**config.mk**
```make
export PLATFORM = sky130hd
export DESIGN_NAME = noc_packetizer
export DESIGN_NICKNAME = d
export VERILOG_FILES = /design/src/rtl/noc_packetizer.sv
export SDC_FILE = /design/constraint.sdc
export NUM_CORES = 1
export LEC_CHECK = 0
export ABC_AREA = 1
export CORE_AREA = 2 2 259 261
export CTS_BUF_LIST = sky130_fd_sc_hd__clkbuf_4
export DETAILED_ROUTE_END_ITERATION = 6
export DIE_AREA = 0 0 261 263
export GPL_ROUTABILITY_DRIVEN = 0
export PLACE_DENSITY = 0.62
export SLEW_MARGIN = 40
export SYNTH_ARGS = -nofsm -noshare
export SYNTH_HDL_FRONTEND = slang
export SYNTH_SLANG_ARGS = --single-unit
export TNS_END_PERCENT = 20
```
**constraint.sdc**
```tcl
create_clock -name clk -period 57 [get_ports clk]
set_input_delay 14.25 -clock clk [delete_from_list [all_inputs] [get_ports clk]]
set_output_delay 14.25 -clock clk [all_outputs]
set_load 0.01 [all_outputs]
```
**src/rtl/noc_packetizer.sv**
```systemverilog
// rtl/noc_packetizer.sv - wide packet to credit-flow-controlled NoC flit serializer
//
// Accepts one DATA_WIDTH packet per in_valid/in_ready handshake and drives it
// into a router input port as NUM_FLITS flits of FLIT_WIDTH bits, one per
// cycle while the router has free buffer slots (credits).
//
// Flit layout: {valid, head, tail, dest[DEST_WIDTH-1:0], payload[PAYLOAD_W-1:0]}
//
// Ports:
//   clk         rising-edge clock
//   rst         asynchronous active-low reset
//   in_valid    packet offered
//   in_ready    packet can be accepted (high whenever idle)
//   in_data     packet payload, DATA_WIDTH bits
//   in_dest     destination node id, DEST_WIDTH bits
//   flit_out    registered flit to router; all zero when no flit is sent
//   credit_in   one-cycle pulse: router freed one buffer slot
//   busy        a packet is being serialized
//   credit_err  sticky: credit returned while already holding BUFFER_DEPTH
//   pkt_count   (NOC_PACKETIZER_STATS_EN) tail flits emitted, wrapping
//   stall_count (NOC_PACKETIZER_STATS_EN) SEND cycles without credit, saturating
//
// Optional feature macro: NOC_PACKETIZER_STATS_EN
module noc_packetizer #(
  parameter int FLIT_WIDTH   = 150,
  parameter int DATA_WIDTH   = 512,
  parameter int DEST_WIDTH   = 4,
  parameter int BUFFER_DEPTH = 8
) (
  input  logic                  clk,
  input  logic                  rst,
  input  logic                  in_valid,
  output logic                  in_ready,
  input  logic [DATA_WIDTH-1:0] in_data,
  input  logic [DEST_WIDTH-1:0] in_dest,
  output logic [FLIT_WIDTH-1:0] flit_out,
  input  logic                  credit_in,
  output logic                  busy,
  output logic                  credit_err
`ifdef NOC_PACKETIZER_STATS_EN
  ,
  output logic [31:0]           pkt_count,
  output logic [31:0]           stall_count
`endif
);

  localparam int PAYLOAD_W = FLIT_WIDTH - 3 - DEST_WIDTH;
  localparam int NUM_FLITS = (DATA_WIDTH + PAYLOAD_W - 1) / PAYLOAD_W;
  localparam int CW        = $clog2(BUFFER_DEPTH + 1);
  localparam int IW        = (NUM_FLITS > 1) ? $clog2(NUM_FLITS) : 1;
  localparam int PAD_W     = NUM_FLITS * PAYLOAD_W;

  localparam logic [CW-1:0] FULL     = CW'(BUFFER_DEPTH);
  localparam logic [IW-1:0] LAST_IDX = IW'(NUM_FLITS - 1);

  typedef enum logic {IDLE, SEND} state_t;

  state_t                state, state_next;
  logic [IW-1:0]         idx;
  logic [CW-1:0]         credits;
  logic [DEST_WIDTH-1:0] dest_q;
  logic [PAYLOAD_W-1:0]  slice_q [NUM_FLITS];
  logic [PAD_W-1:0]      padded;
  logic                  accept;
  logic                  send;
  logic                  last;
  logic [FLIT_WIDTH-1:0] flit_next;

  // Zero-extend the packet so the final flit carries zeros above DATA_WIDTH.
  always_comb begin
    padded                 = '0;
    padded[DATA_WIDTH-1:0] = in_data;
  end

  assign last      = (idx == LAST_IDX);
  assign flit_next = {1'b1, (idx == '0), last, dest_q, slice_q[idx]};

  always_ff @(posedge clk or negedge rst) begin
    if (!rst) state <= IDLE;
    else      state <= state_next;
  end

  always_comb begin
    state_next = state;
    in_ready   = 1'b0;
    busy       = 1'b0;
    accept     = 1'b0;
    send       = 1'b0;
    case (state)
      IDLE: begin
        in_ready = 1'b1;
        accept   = in_valid;
        if (in_valid) state_next = SEND;
      end
      SEND: begin
        busy = 1'b1;
        // Only the registered count gates a send; a credit arriving now is
        // usable from the next cycle.
        send = (credits != '0);
        if (send && last) state_next = IDLE;
      end
      default: state_next = IDLE;
    endcase
  end

  // Packet storage needs no reset: it is only read after an accept.
  always_ff @(posedge clk) begin
    if (accept) begin
      dest_q <= in_dest;
      for (int k = 0; k < NUM_FLITS; k++)
        slice_q[k] <= padded[k*PAYLOAD_W +: PAYLOAD_W];
    end
  end

  always_ff @(posedge clk or negedge rst) begin
    if (!rst) begin
      idx        <= '0;
      credits    <= FULL;
      credit_err <= 1'b0;
      flit_out   <= '0;
    end else begin
      flit_out <= send ? flit_next : '0;

      if (accept)    idx <= '0;
      else if (send) idx <= last ? '0 : idx + IW'(1);

      // A send and a returned credit in the same cycle cancel out.
      if (send && !credit_in) begin
        credits <= credits - CW'(1);
      end else if (!send && credit_in) begin
        if (credits == FULL) credit_err <= 1'b1;
        else                 credits    <= credits + CW'(1);
      end
    end
  end

`ifdef NOC_PACKETIZER_STATS_EN
  always_ff @(posedge clk or negedge rst) begin
    if (!rst) begin
      pkt_count   <= '0;
      stall_count <= '0;
    end else begin
      if (send && last) pkt_count <= pkt_count + 32'd1;
      if (state == SEND && credits == '0 && stall_count != 32'hFFFF_FFFF)
        stall_count <= stall_count + 32'd1;
    end
  end
`endif

endmodule

```
==> impl_metrics.toml, run 1 <==
[logic_synthesis]
syn_nets = 2249
synth.area.top_cells = "edfxtp_1, dfrtp_1, nor2_1, o21ai_0, a21oi_1"
synth-edff-count = 516
share_of_the_synthesized_area_in_the_top_cell_type_pct = 64.4
ys_types = 21
postSynthAreaPerCell_sq_um = 14.0
syn_inst = 1723
synthDominantAreaCellType = "edfxtp_1"
synth-seq-area-share_pct = 80.9
synth.cell_area_sq_um = 24100
postSynthRegisterBits = 674
async_reset_ff_share_pct = 23.4
synthMostInstantiatedCell = "edfxtp_1"
yosys_most_used_dff = "edfxtp_1"
yosysWarnings = 0
netlist_top_cells_count = "edfxtp_1, nor2_1, o21ai_0"

[setup_path]
critical_path.endpoint_type = "output port"
timing.critical_path.to = "in_ready"
reg2reg_from = "state"
reg2regPathDepth = 5
destination_of_the_worst_register_to_register_timing_path = "slice_q[2][30]"
setup.worst_path.start = "state"
worst-endpoint-arrival_ns = 2.09
crit_fanout = 4
path_cells = "inv_1 -> clkdlybuf4s50_1"
critPathRequiredTime_ns = 42.75
critPathMaxStageDelay_ns = 0.54
regToRegSetupSlack_ns = 53.96
crit_path_top_delay_cell = "clkdlybuf4s50_1"
worst-setup-path-type = "reg2out"
start_kind = "flop"

[drt]
dr.pass1.iters = 6
via_count = 16780
routedWlPerCell_microns = 21.3
drt-total-wl_mm = 75.1
vias_per_cell = 4.75
route.detailed.drc = 0
drtAntennaViolNets = 0
drt_first_iter_violations = 1225

[timing]
report.final.setup_viol = 0
timing.final.max_slew_violations = 0
final_clock_period_utilization_by_the_worst_path_pct = 28.7
final-hold-violation-count = 0
skew_ns = 0.0723
post-route-min-period_ns = 16.34
max_slew_margin_pct = 45.4
worst-slew-pin-transition_ns = 0.820
tns_setup_ns = 0
rsz0062_at_grt = "false"
max_freq_mhz = 61.2

[global_route]
global_route_wire_length_before_repair_mm = 109
met1_usage_pct = 24.9
grt-ovfl-total = 0
groute.layer.met2.usage_pct = 36.0
gr-max-usage-layer = "met2"
gr_util_all_layers_pct = 21.6
grt_antenna_before_repair = 24
use_met3_pct = 7.49
grt_max_degree = 130
grt_pass1_vias = 17605

[die]
design.die.area_sq_um = 68600
floorplan.initialDensity_pct = 36.7
coreArea_sq_um = 65600
number_of_standard_cell_rows_in_the_floorplan = 94
ioPinCount = 673
y_dimension_of_the_die_microns = 263
die_w_microns = 261

[clocking]
postCtsResizedCells = 0
cts_num_sinks = 674
holdBufCountCts = 0
ctsHtreeMaxLevel = 4
clk_root_buffer_cell = "clkbuf_4"
clock_path_buffers = 3
tritoncts = "done"
cts.reportedPaths.clkPinSlew_ns = 0.07
cts.repair_timing.setup_buffer_count = 0
cts_buffers = 177
insertion_delay_of_the_later_clocked_pin_in_the_worst_skew_pair_ns = 1.01

[placed_design]
postPlaceCellArea_sq_um = 31700
dp_hpwl_mm = 48.8
placement.io_buffers = 672

[job]
maxCapViolations = 0

[pwr]
irDropWorstVdd_mv = 0.0287
cell_internal_pwr_mw = 1.08
power.net_switching_mw = 0.555
sw_frac_of_total_pct = 33.9
pwr-share-comb_pct = 31.5
share_clk_of_total_power_pct = 26.9
p_seq_share_pct = 41.6
power.static_leakage_nw = 12.5
power-per-cell-area_nw_per_um2 = 47.8

[layout]
fin_area_sq_um = 34200
register_area_sq_um = 19500
postLayoutCoreUtil_pct = 52.1
multiInputGateArea_sq_um = 4070
syn_to_final_growth_pct = 42.1
fillerInstances = 5640
proportion_of_layout_cells_with_a_drive_suffix_above_1_pct = 13.0
finish.net_count = 3022

[min_path]
min_path_type = "reg2reg"

[run_status]
status = "complete, no violations"
==> state kept, by name, summed over array words and instances, names as in the netlist <==
signal / flops
flit_out: 150
dest_q: 4
idx: 2
slice_q: 512
credits: 4
credit_err: 1
state: 1
==> critical path: cells and delay by family, from the launching register on <==
family / cells / cell delay [ns]
buf+inv: 2 / 0.65
flops: 1 / 0.46
==> logic make-up after synthesis <==
group / synth area share [%]
flip-flops: 80.9
buffers and inverters: 2.31
AND/OR/NAND/NOR: 8.54
XOR/XNOR: 0.109
AO/OA/AOI/OAI: 7.87
adder cells (fa/ha/maj): 0.312
==> final cells by class <==
type,count,area share (%)
Multi-Input combinational cell,931,11.9
Timing Repair Buffer,692,20.5
Tap cell,864,3.16
Antenna cell,20,0.146
Clock inverter,37,0.637
Clock buffer,294,6.46
Inverter,20,0.245
Sequential cell,674,56.9
==> cells in the final DEF (no fill, tap or decap), types with 5 or more instances in the layout <==
master           Yosys  layout
a21oi_1            145     145
buf_4               12       6
buf_6                0       8
clkbuf_4             0     294
clkdlybuf4s50_1      0     671
clkinv_1             0      18
clkinv_2             0       5
clkinvlp_4           0       5
dfrtp_1            157     155
diode_2              0      20
edfxtp_1           516     516
ha_1                 6       6
inv_1               18      18
nand2_1             74      73
nand3_1              5       5
nor2_1             465     464
o21ai_0            192     192
o21ai_1             38      38
==> worst min path at each step <==
stage / start / endpoint / cells past startpoint
floorplan: dest_q[0] / flit_out[143] / 2
global placement: dest_q[2] / flit_out[145] / 2
detailed placement: dest_q[3] / flit_out[146] / 2
CTS: dest_q[0] / flit_out[143] / 2
global route: dest_q[3] / flit_out[146] / 2
finish: dest_q[0] / flit_out[143] / 2
==> layer usage <==
layer,up-vias,part of all wire (%)
li1,7738,-
met3,159,8.5
met4,16,3.3
met1,8139,37
met5,-,0.14
met2,728,51
==> through the flow <==
stage / setup slack (ns) / cells / hold slack, ns / power (mW)
floorplan: 19.59 / 1723 / 0.448 / 1.01
global placement: 39.11 / 3177 / 0.452 / 1.19
detailed placement: 39.76 / 3179 / 0.471 / 1.21
CTS: 40.52 / 3510 / 0.489 / 1.66
global route: 40.51 / 3529 / 0.504 / 1.73
finish: 40.66 / 3532 / 0.485 / 1.63
==> power by group through the flow <==
stage          Sequential, mW  Combinational (mW)  Clock [mW]
3_5_place_dp            0.690               0.518           0
2_1_floorplan           0.756               0.254           0
6_report                0.680               0.514       0.440
3_3_place_gp            0.688               0.505           0
5_1_grt                 0.688               0.565       0.481
4_1_cts                 0.681               0.520       0.454
No activity file was read; power rests on OpenSTA's default activity.
==> run 2, diff against run 1 <==
==> constraint.sdc (replaced) <==
create_clock -name clk -period 15.4 [get_ports clk]
set_input_delay 3.85 -clock clk [delete_from_list [all_inputs] [get_ports clk]]
set_output_delay 3.85 -clock clk [all_outputs]
set_load 0.01 [all_outputs]
==> run 2 against run 1 <==
Compared with the run above: routed wire length shrank 0.51%; final area is 0.26% higher; power grew to 3.7 times the previous value; clock skew decreased by 0.0044 ns; combinational power rose to 3.6 times the previous value; die area is the same; first-iteration DRC count down 1.7%; via count about the same; hold slack got worse by 0.045 ns; critical endpoint unchanged; highest routed layer unchanged.
==> impl_metrics.toml, run 2 (synthesized netlist as in run 1, its figures left out) <==
[run_status]
status = "complete, no violations"

[setup_path]
destination_of_the_worst_register_to_register_timing_path = "flit_out[25]"
crit_path_top_delay_cell = "clkdlybuf4s50_1"
reg2regPathDepth = 6
worst-endpoint-arrival_ns = 2.09
start_kind = "flop"
path_cells = "inv_1 -> clkdlybuf4s50_1"
critical_path.endpoint_type = "output port"
critPathRequiredTime_ns = 11.55
reg2reg_from = "idx[0]"
critPathMaxStageDelay_ns = 0.55
regToRegSetupSlack_ns = 12.28
setup.worst_path.start = "state"
worst-setup-path-type = "reg2out"
crit_fanout = 4

[timing]
post-route-min-period_ns = 5.94
max_slew_margin_pct = 44.5
layout_setup_ws_ns = 9.46
final_clock_period_utilization_by_the_worst_path_pct = 38.6
worst-slew-pin-transition_ns = 0.833
tns_setup_ns = 0
rsz0062_at_grt = "false"
timing.final.max_slew_violations = 0
final-hold-violation-count = 0
report.final.setup_viol = 0
max_freq_mhz = 168
hold_ws_ns = 0.441
skew_ns = 0.0679

[placed_design]
place_inst = 3182
dp_hpwl_mm = 49.0
placement.io_buffers = 672
postPlaceCellArea_sq_um = 31700
pre_cts_slack_ns = 9.04

[layout]
stdcell_count = 3544
fin_area_sq_um = 34300
proportion_of_layout_cells_with_a_drive_suffix_above_1_pct = 12.9
finish.net_count = 3023
syn_to_final_growth_pct = 42.5
largest_reg_flops = 512
largest-register = "slice_q"
layout.cells.most_common = "clkdlybuf4s50_1"
most-common-layout-cells = "clkdlybuf4s50_1, edfxtp_1, nor2_1"
postLayoutCoreUtil_pct = 52.2
reg_top3 = "slice_q (512), flit_out (150)"

[clocking]
insertion_delay_of_the_later_clocked_pin_in_the_worst_skew_pair_ns = 0.99
clk_root_buffer_cell = "clkbuf_4"
postCtsResizedCells = 0
tritoncts = "done"
clock_path_buffers = 3
cts_buffers = 177
cts.repair_timing.setup_buffer_count = 0
cts_num_sinks = 674
cts.reportedPaths.clkPinSlew_ns = 0.06
holdBufCountCts = 0
ctsHtreeMaxLevel = 4

[drt]
drt_first_iter_violations = 1204
route.detailed.drc = 0
routedWlPerCell_microns = 21.1
dr.pass1.iters = 6
via_count = 16778
drtAntennaViolNets = 0
drt-total-wl_mm = 74.7
vias_per_cell = 4.73

[global_route]
grt_pass1_vias = 17281
global_route_wire_length_before_repair_mm = 107
grt_antenna_before_repair = 41
gr_util_all_layers_pct = 21.5
grt-ovfl-total = 0
grt_max_degree = 129

[die]
die_w_microns = 261
y_dimension_of_the_die_microns = 263
number_of_standard_cell_rows_in_the_floorplan = 94
ioPinCount = 673
floorplan.initialDensity_pct = 36.7
coreArea_sq_um = 65600
design.die.area_sq_um = 68600

[pwr]
irDropWorstVdd_mv = 0.108
power-per-cell-area_nw_per_um2 = 177
power_mw = 6.07
power.static_leakage_nw = 12.6

[min_path]
min_path_type = "reg2reg"
timing.hold.worst_endpoint = "flit_out[144]"
min_path_cells = 2
hold_path_startpoint = "dest_q[1]"

[job]
maxCapViolations = 0
run 2: worst max path at each step:
stage	end	slack [ns]	depth (start not counted)
detailed placement	slice_q[0][24]	9.04	5
global placement	slice_q[1][22]	8.14	5
floorplan	dest_q[0]	3.45	2
global route	in_ready	9.29	2
finish	in_ready	9.46	2
CTS	in_ready	9.28	2
run 2: layer usage:
metal / up-vias / wire [microns] / track usage, %
met5: - / 154 / 0
met4: 22 / 2670 / 10.6
met3: 165 / 6500 / 8.21
met1: 8118 / 27900 / 24.4
li1: 7785 / - / -
met2: 688 / 37500 / 35.4
run 2: cell type report:
type | count | area, sq um
sequential | 674 | 19500
antenna | 31 | 77.6
fill | 5589 | 31400
clock inverter | 34 | 226
clock buffer | 297 | 2230
inverter | 20 | 85.1
multi-input combinational | 931 | 4070
timing repair buffer | 693 | 7040
tap | 864 | 1080
run 2: power breakdown:
group          switching [mW]  leakage (nW)  internal, mW  total (mW)
Clock                   0.753          1.46         0.904        1.66
Sequential              0.159          6.74          2.38        2.54
Combinational            1.13          4.35         0.744        1.87
run 2: critical path, delay by kind of cell (launching register included):
family | cells | cell delay (ns)
DFF | 1 | 0.47
buffers and inverters | 2 | 0.67
